===== src/rtl/axis_uart_word_tx.sv =====
// axis_uart_word_tx: takes one W_OUT-bit word per valid/ready handshake and
// serializes it LSB-character-first as framed async serial packets on tx.
//
// Ports:
//   clk     - single clock
//   rstn    - asynchronous active-low reset
//   s_valid - upstream word valid
//   s_ready - high while idle and able to accept a word (registered)
//   s_data  - word to transmit; character i = s_data[BITS_PER_WORD*i +: BITS_PER_WORD]
//   tx      - serial line, idle high (registered)
module axis_uart_word_tx #(
    parameter int CLOCKS_PER_PULSE = 200_000_000 / 9600,
    parameter int BITS_PER_WORD    = 8,
    parameter int PACKET_SIZE      = BITS_PER_WORD + 5,
    parameter int W_OUT            = 256
) (
    input  logic             clk,
    input  logic             rstn,
    input  logic             s_valid,
    output logic             s_ready,
    input  logic [W_OUT-1:0] s_data,
    output logic             tx
);

    localparam int NUM_WORDS = W_OUT / BITS_PER_WORD;
    localparam int PW = (CLOCKS_PER_PULSE > 1) ? $clog2(CLOCKS_PER_PULSE) : 1;
    localparam int BW = (PACKET_SIZE > 1) ? $clog2(PACKET_SIZE) : 1;
    localparam int WW = (NUM_WORDS > 1) ? $clog2(NUM_WORDS) : 1;

    localparam logic [PW-1:0] PULSE_LAST = PW'(CLOCKS_PER_PULSE - 1);
    localparam logic [BW-1:0] BIT_LAST   = BW'(PACKET_SIZE - 1);
    localparam logic [WW-1:0] WORD_LAST  = WW'(NUM_WORDS - 1);

    typedef enum logic {
        IDLE,
        SEND
    } state_t;

    state_t           state;
    logic [PW-1:0]    pulse_cnt;
    logic [BW-1:0]    bit_cnt;
    logic [WW-1:0]    word_cnt;
    logic [W_OUT-1:0] shreg;

    logic data_bit;
    logic line;
    logic pulse_end;
    logic bit_end;
    logic word_end;

    assign pulse_end = (pulse_cnt == PULSE_LAST);
    assign bit_end   = (bit_cnt == BIT_LAST);
    assign word_end  = (word_cnt == WORD_LAST);

    // Current character always sits in the low bits of shreg. Any bit_cnt
    // outside 1..BITS_PER_WORD falls through to 1, which covers stop bits.
    always_comb begin
        data_bit = 1'b1;
        for (int i = 0; i < BITS_PER_WORD; i++) begin
            if (bit_cnt == BW'(i + 1)) begin
                data_bit = shreg[i];
            end
        end
    end

    assign line = (bit_cnt == '0) ? 1'b0 : data_bit;

    always_ff @(posedge clk or negedge rstn) begin
        if (!rstn) begin
            state     <= IDLE;
            pulse_cnt <= '0;
            bit_cnt   <= '0;
            word_cnt  <= '0;
            shreg     <= '0;
            tx        <= 1'b1;
            s_ready   <= 1'b0;
        end else begin
            unique case (state)
                IDLE: begin
                    tx      <= 1'b1;
                    s_ready <= 1'b1;
                    if (s_valid && s_ready) begin
                        shreg     <= s_data;
                        pulse_cnt <= '0;
                        bit_cnt   <= '0;
                        word_cnt  <= '0;
                        s_ready   <= 1'b0;
                        state     <= SEND;
                    end
                end
                SEND: begin
                    // tx lags the counters by one cycle, so the first start
                    // bit appears one edge after the handshake.
                    tx <= line;
                    if (pulse_end) begin
                        pulse_cnt <= '0;
                        if (bit_end) begin
                            bit_cnt <= '0;
                            if (word_end) begin
                                word_cnt <= '0;
                                s_ready  <= 1'b1;
                                state    <= IDLE;
                            end else begin
                                word_cnt <= word_cnt + 1'b1;
                                shreg    <= shreg >> BITS_PER_WORD;
                            end
                        end else begin
                            bit_cnt <= bit_cnt + 1'b1;
                        end
                    end else begin
                        pulse_cnt <= pulse_cnt + 1'b1;
                    end
                end
            endcase
        end
    end

endmodule

===== config.mk =====
export PLATFORM = sky130hd
export DESIGN_NAME = axis_uart_word_tx
export DESIGN_NICKNAME = d
export VERILOG_FILES = /design/src/rtl/axis_uart_word_tx.sv
export SDC_FILE = /design/constraint.sdc
export NUM_CORES = 1
export LEC_CHECK = 0
export CAP_MARGIN = 20
export CORE_MARGIN = 2
export CORE_UTILIZATION = 56
export DETAILED_ROUTE_END_ITERATION = 8
export HOLD_SLACK_MARGIN = 0.05
export PLACE_DENSITY_LB_ADDON = 0.12
export SLEW_MARGIN = 20
export SYNTH_ARGS = -nofsm -noshare
export SYNTH_HDL_FRONTEND = slang
export SYNTH_SLANG_ARGS = --single-unit

===== constraint.sdc =====
create_clock -name clk -period 4.7 [get_ports clk]
set_input_delay 0.47 -clock clk [delete_from_list [all_inputs] [get_ports clk]]
set_output_delay 0.47 -clock clk [all_outputs]
set_load 0.01 [all_outputs]

Word-level counts from Yosys, hierarchy flattened

Cells that the tools add are included.

Register bits after elaboration: 283
Bits of input ports: 259
Output and inout bits: 2
Word-level logic and storage cells: 70

$add $sub $neg: 3
Eq/ne operators: 16
Multiplexer cells: 37
Bitwise operators: 1
Reduce and logical (&&, ||, !) cells: 6

Operators by type and width:

| operator                                            | count |
|---|---|
| two-way mux 256 bit                                 | 4 |
| one-hot mux 256 bit (2 select lines)                | 1 |
| two-way mux 15 bit                                  | 2 |
| one-hot mux 15 bit (2 select lines)                 | 1 |
| two-way mux 5 bit                                   | 4 |
| two-way mux 1 bit                                   | 17 |
| equality test 4 x 3 -> 1 bit, second input constant | 4 |
| adder 15 x 1 -> 15 bit, second input constant       | 1 |
| equality test 15 bit, second input constant         | 1 |
| two-way mux 4 bit                                   | 3 |
| one-hot mux 5 bit (2 select lines)                  | 1 |
| equality test 4 x 2 -> 1 bit, second input constant | 2 |
| equality test 4 bit, second input constant          | 2 |
| one-hot mux 4 bit (2 select lines)                  | 1 |
| != test 2 x 1 -> 1 bit, second input constant       | 3 |
| one-hot mux 1 bit (2 select lines)                  | 3 |
| AND reduction 3 bit                                 | 2 |
| adder 5 x 1 -> 5 bit, second input constant         | 1 |
| equality test 5 bit, second input constant          | 1 |
| adder 4 x 1 -> 4 bit, second input constant         | 1 |
| equality test 4 x 1 -> 1 bit, second input constant | 1 |
| logical NOT 4 bit                                   | 1 |
| != test 2 bit, second input constant                | 2 |
| AND reduction 4 bit                                 | 1 |
| 3 further kinds                                     | 3 |

Depth between registers and ports, before layout

Word-level depth: 11
Mapped depth: 10
Gate-level depth less buffers: 6

Worst setup path before layout

Ideal clock, no wire load.

Path type: reg2reg
Start: register bit_cnt[0]
End: register shreg[189]
Setup time: 0.123 ns
Arrival time: 2.015 ns
Required time: 4.577 ns
Setup slack: 2.562 ns
Cell stages (with the launch flop): 10
Buffers on the path: 4
Period minus slack after synthesis: 2.138 ns
Cell sequence: dfrtp_1 > inv_1 > ha_1 > and3_1 > clkbuf_1 > a41o_1 > buf_4 > buf_4 > buf_6 > o221a_2

Longest elaborated chain between the ends: 3

RTL lines:

| element                                 | RTL line | RTL |
|---|---|---|
| start: declaration                      | 41       | `logic [BW-1:0] bit_cnt;` |
| start signal: assignment                | 108      | `bit_cnt <= bit_cnt + 1'b1;` |
| equality test 4 bit                     | 52       | `assign bit_end = (bit_cnt == BIT_LAST);` |
| != test 2 x 1 -> 1 bit (no source line) | --       |  |
| AND reduction 4 bit (no source line)    | --       |  |
| end signal: assignment                  | 83       | `shreg <= s_data;` |
| end signal: assignment                  | 105      | `shreg <= shreg >> BITS_PER_WORD;` |
| end: declaration                        | 43       | `logic [W_OUT-1:0] shreg;` |

Every way passes these cells.
A chain may end at the register's enable or synchronous reset.

Worst setup path in the final report

Start: register state
End: register shreg[96]

Longest elaborated chain between the ends: 3
Elaborated cells on any way between the ends: 7
Classes of those cells: eq/ne: 4; mux: 1; bitwise: 1; reduce/logical: 1

RTL lines:

| element                              | RTL line | RTL |
|---|---|---|
| start: declaration                   | 39       | `state_t state;` |
| start signal: assignment             | 70       | `state <= IDLE;` |
| start signal: assignment             | 88       | `state <= SEND;` |
| start signal: assignment             | 102      | `state <= IDLE;` |
| inverter 1 bit                       | --       |  |
| != test 2 bit (no source line)       | --       |  |
| AND reduction 4 bit (no source line) | --       |  |

Several ways; a longest one is shown, not always the timed one.

==> results by group <==
STA
  – Setup tns final: 0 ns
  – Worst-Margin Slew: around 1.1 ns
  – Final period utilization: between 60% and 70%
  – Final worst slack: 1.52 ns
  – Slew headroom: roughly 29%
  – Worst hold slack: 0.0275 ns
  – FMAX: between 300 and 400 MHz
  – Final setup viols: 0
  – Final Hold Viols: 0
  – Final min period: 3.18 ns
  – Pins Over Slew Limit: 0
  – Unrepaired setup endpoints after global routing: false
  – Max Clock Skew: approximately 0.022 ns

Global route
  – Global-route wire length before repair: about 55 mm
  – Routing usage on met3: 4.87%
  – Initial antenna violation count: 7
  – Pin count of the biggest net entering global routing: ~140
  – Tot GR Track Use: between 20% and 30%
  – Global route hottest layer: met2
  – Grt ovf: 0
  – GRT met1 Usage: between 40% and 50%
  – GR Util met2: roughly 42%
  – Vias in the first global route: between 10000 and 15000

Critical path
  – Reg2reg path depth: 4
  – Critical Path Sink Type: flop
  – R2R Setup Slk: roughly 1.5 ns
  – Startpoint class of the critical path: flop
  – R2r startpoint: state$_DFF_PN0_
  – Critical Path RT: ~5.2 ns
  – CP max FO: 93
  – Crit path DAT: around 3.7 ns
  – Reg2Reg Capture Point: shreg[96]$_DFFE_PN0P_
  – Crit path kind: reg -> reg

Die
  – Die area: roughly 0.025 sq mm
  – Die extent in y: between 150 and 200 um
  – Core area: roughly 0.023 sq mm
  – Number of cell rows: 56
  – I/O Pins: 261
  – Die width: around 160 um
  – Initial core utilization: between 50 and 60%

Clock tree
  – Insertion delay to the later sink of the worst-skew pair: between 0.5 and 0.6 ns
  – Post-CTS sizing: 0
  – CTS tree: yes
  – Root Buffer: clkbuf_16
  – Post-CTS setup buffer count: 0
  – H-tree depth: 1
  – Clock slew at reported path FFs: roughly 0.06 ns
  – CTS Sinks: between 200 and 300
  – Max clock buf depth: 3
  – CTS Hold Bufs: 0
  – TritonCTS Buffers: 29

Layout
  – Final non-filler cell total: about 1600
  – Filler cells: 1659
  – Final nets: about 1500
  – Layout area overhead: 25.9%
  – Reg area: slightly above 0.007 sq mm
  – Proportion of layout cells with a drive suffix above 1: about 17%
  – Multi-input gate area: 0.00543 sq mm

Placement
  – Placed Instances: about 1500
  – Place WS: 1.57 ns
  – Port bufs: 260
  – GPL Wtd Cong: roughly 0.82
  – HPWL after DPL: about 22 mm

Synth
  – Top cells by area, synth: dfrtp_1 (53%), o221a_2 (12%), or3_1 (12%), o221a_1 (8.9%), clkbuf_1 (2.0%)
  – Synth top area share: 53.3%
  – Top cells by count, synth: dfrtp_1 (282), or3_1 (253), o221a_2 (143)
  – Number of synthesized register bits: ~280
  – Mapped Area: 0.0132 sq mm
  – Biggest area consumer among synthesized cells: dfrtp_1
  – Most used flip-flop cell after synthesis: dfrtp_1
  – Fraction of registers with async set/reset: 100%
  – Post-Synthesis Cells: between 1000 and 1500
  – Syn_area_per_cell: 12.3 sq um
  – Sequential area share after synthesis: between 50% and 60%
  – Number of synthesized flops with an enable pin: 0
  – Syn Nets: around 1300
  – Yosys cell types: between 50 and 60
  – Most numerous cell in the Yosys netlist: dfrtp_1
  – Ys Warns: 0

Min path
  – Hold Crit Class: in -> async

Pwr
  – Worst VDD drop: approximately 0.00025 V
  – P_leak: between 0.006 and 0.007 uW
  – Total power: approximately 8200 uW
  – Power per standard cell area: 494 mW/mm^2

Routing
  – Vias per inst: 6.52
  – ANT nets after route: 0
  – Pre-antenna DRT Iters: 6
  – DRC: 0
  – DRT iter0 DRCs: ~1200
  – WL/cell: approximately 22 um
  – WL final: ~35 mm
  – Vias: approximately 10000

Run
  – Maximum Capacitance Violations: 0

Status
  – Status: complete, no violations
-- critical path: stages (launching register included) --
cell and delay, ns:
dfrtp_4 0.97, a21o_1 0.45, a41o_4 0.73, buf_4 0.58, o221a_2 0.31
-- worst max-delay path by stage --
stage	slack, ns	end	startpoint
2_1_floorplan	2.56	shreg[189]$_DFFE_PN0P_	bit_cnt[0]$_DFFE_PN0P_
3_3_place_gp	1.62	shreg[96]$_DFFE_PN0P_	s_valid
3_5_place_dp	1.57	shreg[94]$_DFFE_PN0P_	s_valid
4_1_cts	1.58	shreg[96]$_DFFE_PN0P_	state$_DFF_PN0_
5_1_grt	1.37	shreg[156]$_DFFE_PN0P_	bit_cnt[0]$_DFFE_PN0P_
6_report	1.52	shreg[96]$_DFFE_PN0P_	state$_DFF_PN0_
-- layer usage --
| metal | share of wire [%] | up-vias |
|---|---|---|
| met1 | 43 | 5225 |
| li1 | - | 4697 |
| met4 | 2.7 | 6 |
| met2 | 47 | 431 |
| met3 | 7.4 | 67 |
| met5 | 0.12 | - |
-- area by class of cell --
type / instances / area share (%)
antenna: 5 / 0.0751
clock buffer: 41 / 5.05
clock inverter: 13 / 0.413
inverter: 14 / 0.315
multi-input combinational: 650 / 32.6
sequential: 283 / 42.5
tap: 319 / 2.40
timing repair buffer: 274 / 16.6
-- logic make-up (layout without fill, tap and decap cells) --
group,after synthesis,count (layout),synth area share [%]
adder cells (fa/ha/maj),8,8,0.756
AND/OR/NAND/NOR,320,320,14.8
buffers and inverters,139,342,5.69
flip-flops,283,283,53.5
XOR/XNOR,2,2,0.132
multiplexers,4,4,0.312
AO/OA/AOI/OAI,316,316,24.8
other,0,5,0
-- placed cells by master, fill, tap and decap left out, drive strengths merged, types with 11 or more instances in the layout --
master and n:
clkinv 12, dfrtp 282, nand3 11, clkdlybuf4s50 259, a31oi 15, buf 15, o221a 248, clkbuf 41
nand2 20, inv 15, or3 253
-- state kept, by name, indices dropped and copies added, names as in the netlist --
name	count
bit_cnt	4
tx	1
s_ready	1
shreg	256
word_cnt	5
pulse_cnt	15
state	1
-- stage by stage --
stage / area (sq um) / utilization [%]
3_5_place_dp: 15700 / 67.4
3_3_place_gp: 15700 / 67.4
2_1_floorplan: 13200 / -
6_report: 16700 / 71.4
4_1_cts: 16600 / 71.3
5_1_grt: 16600 / 71.4
-- where the power goes --
group / internal [uW] / switching (uW) / total [uW]
Clock: 1240 / 958 / 2200
Combinational: 1160 / 470 / 1630
Sequential: 3530 / 861 / 4390
Total: 5940 / 2290 / 8230
Power figures use the tool's default switching activity.
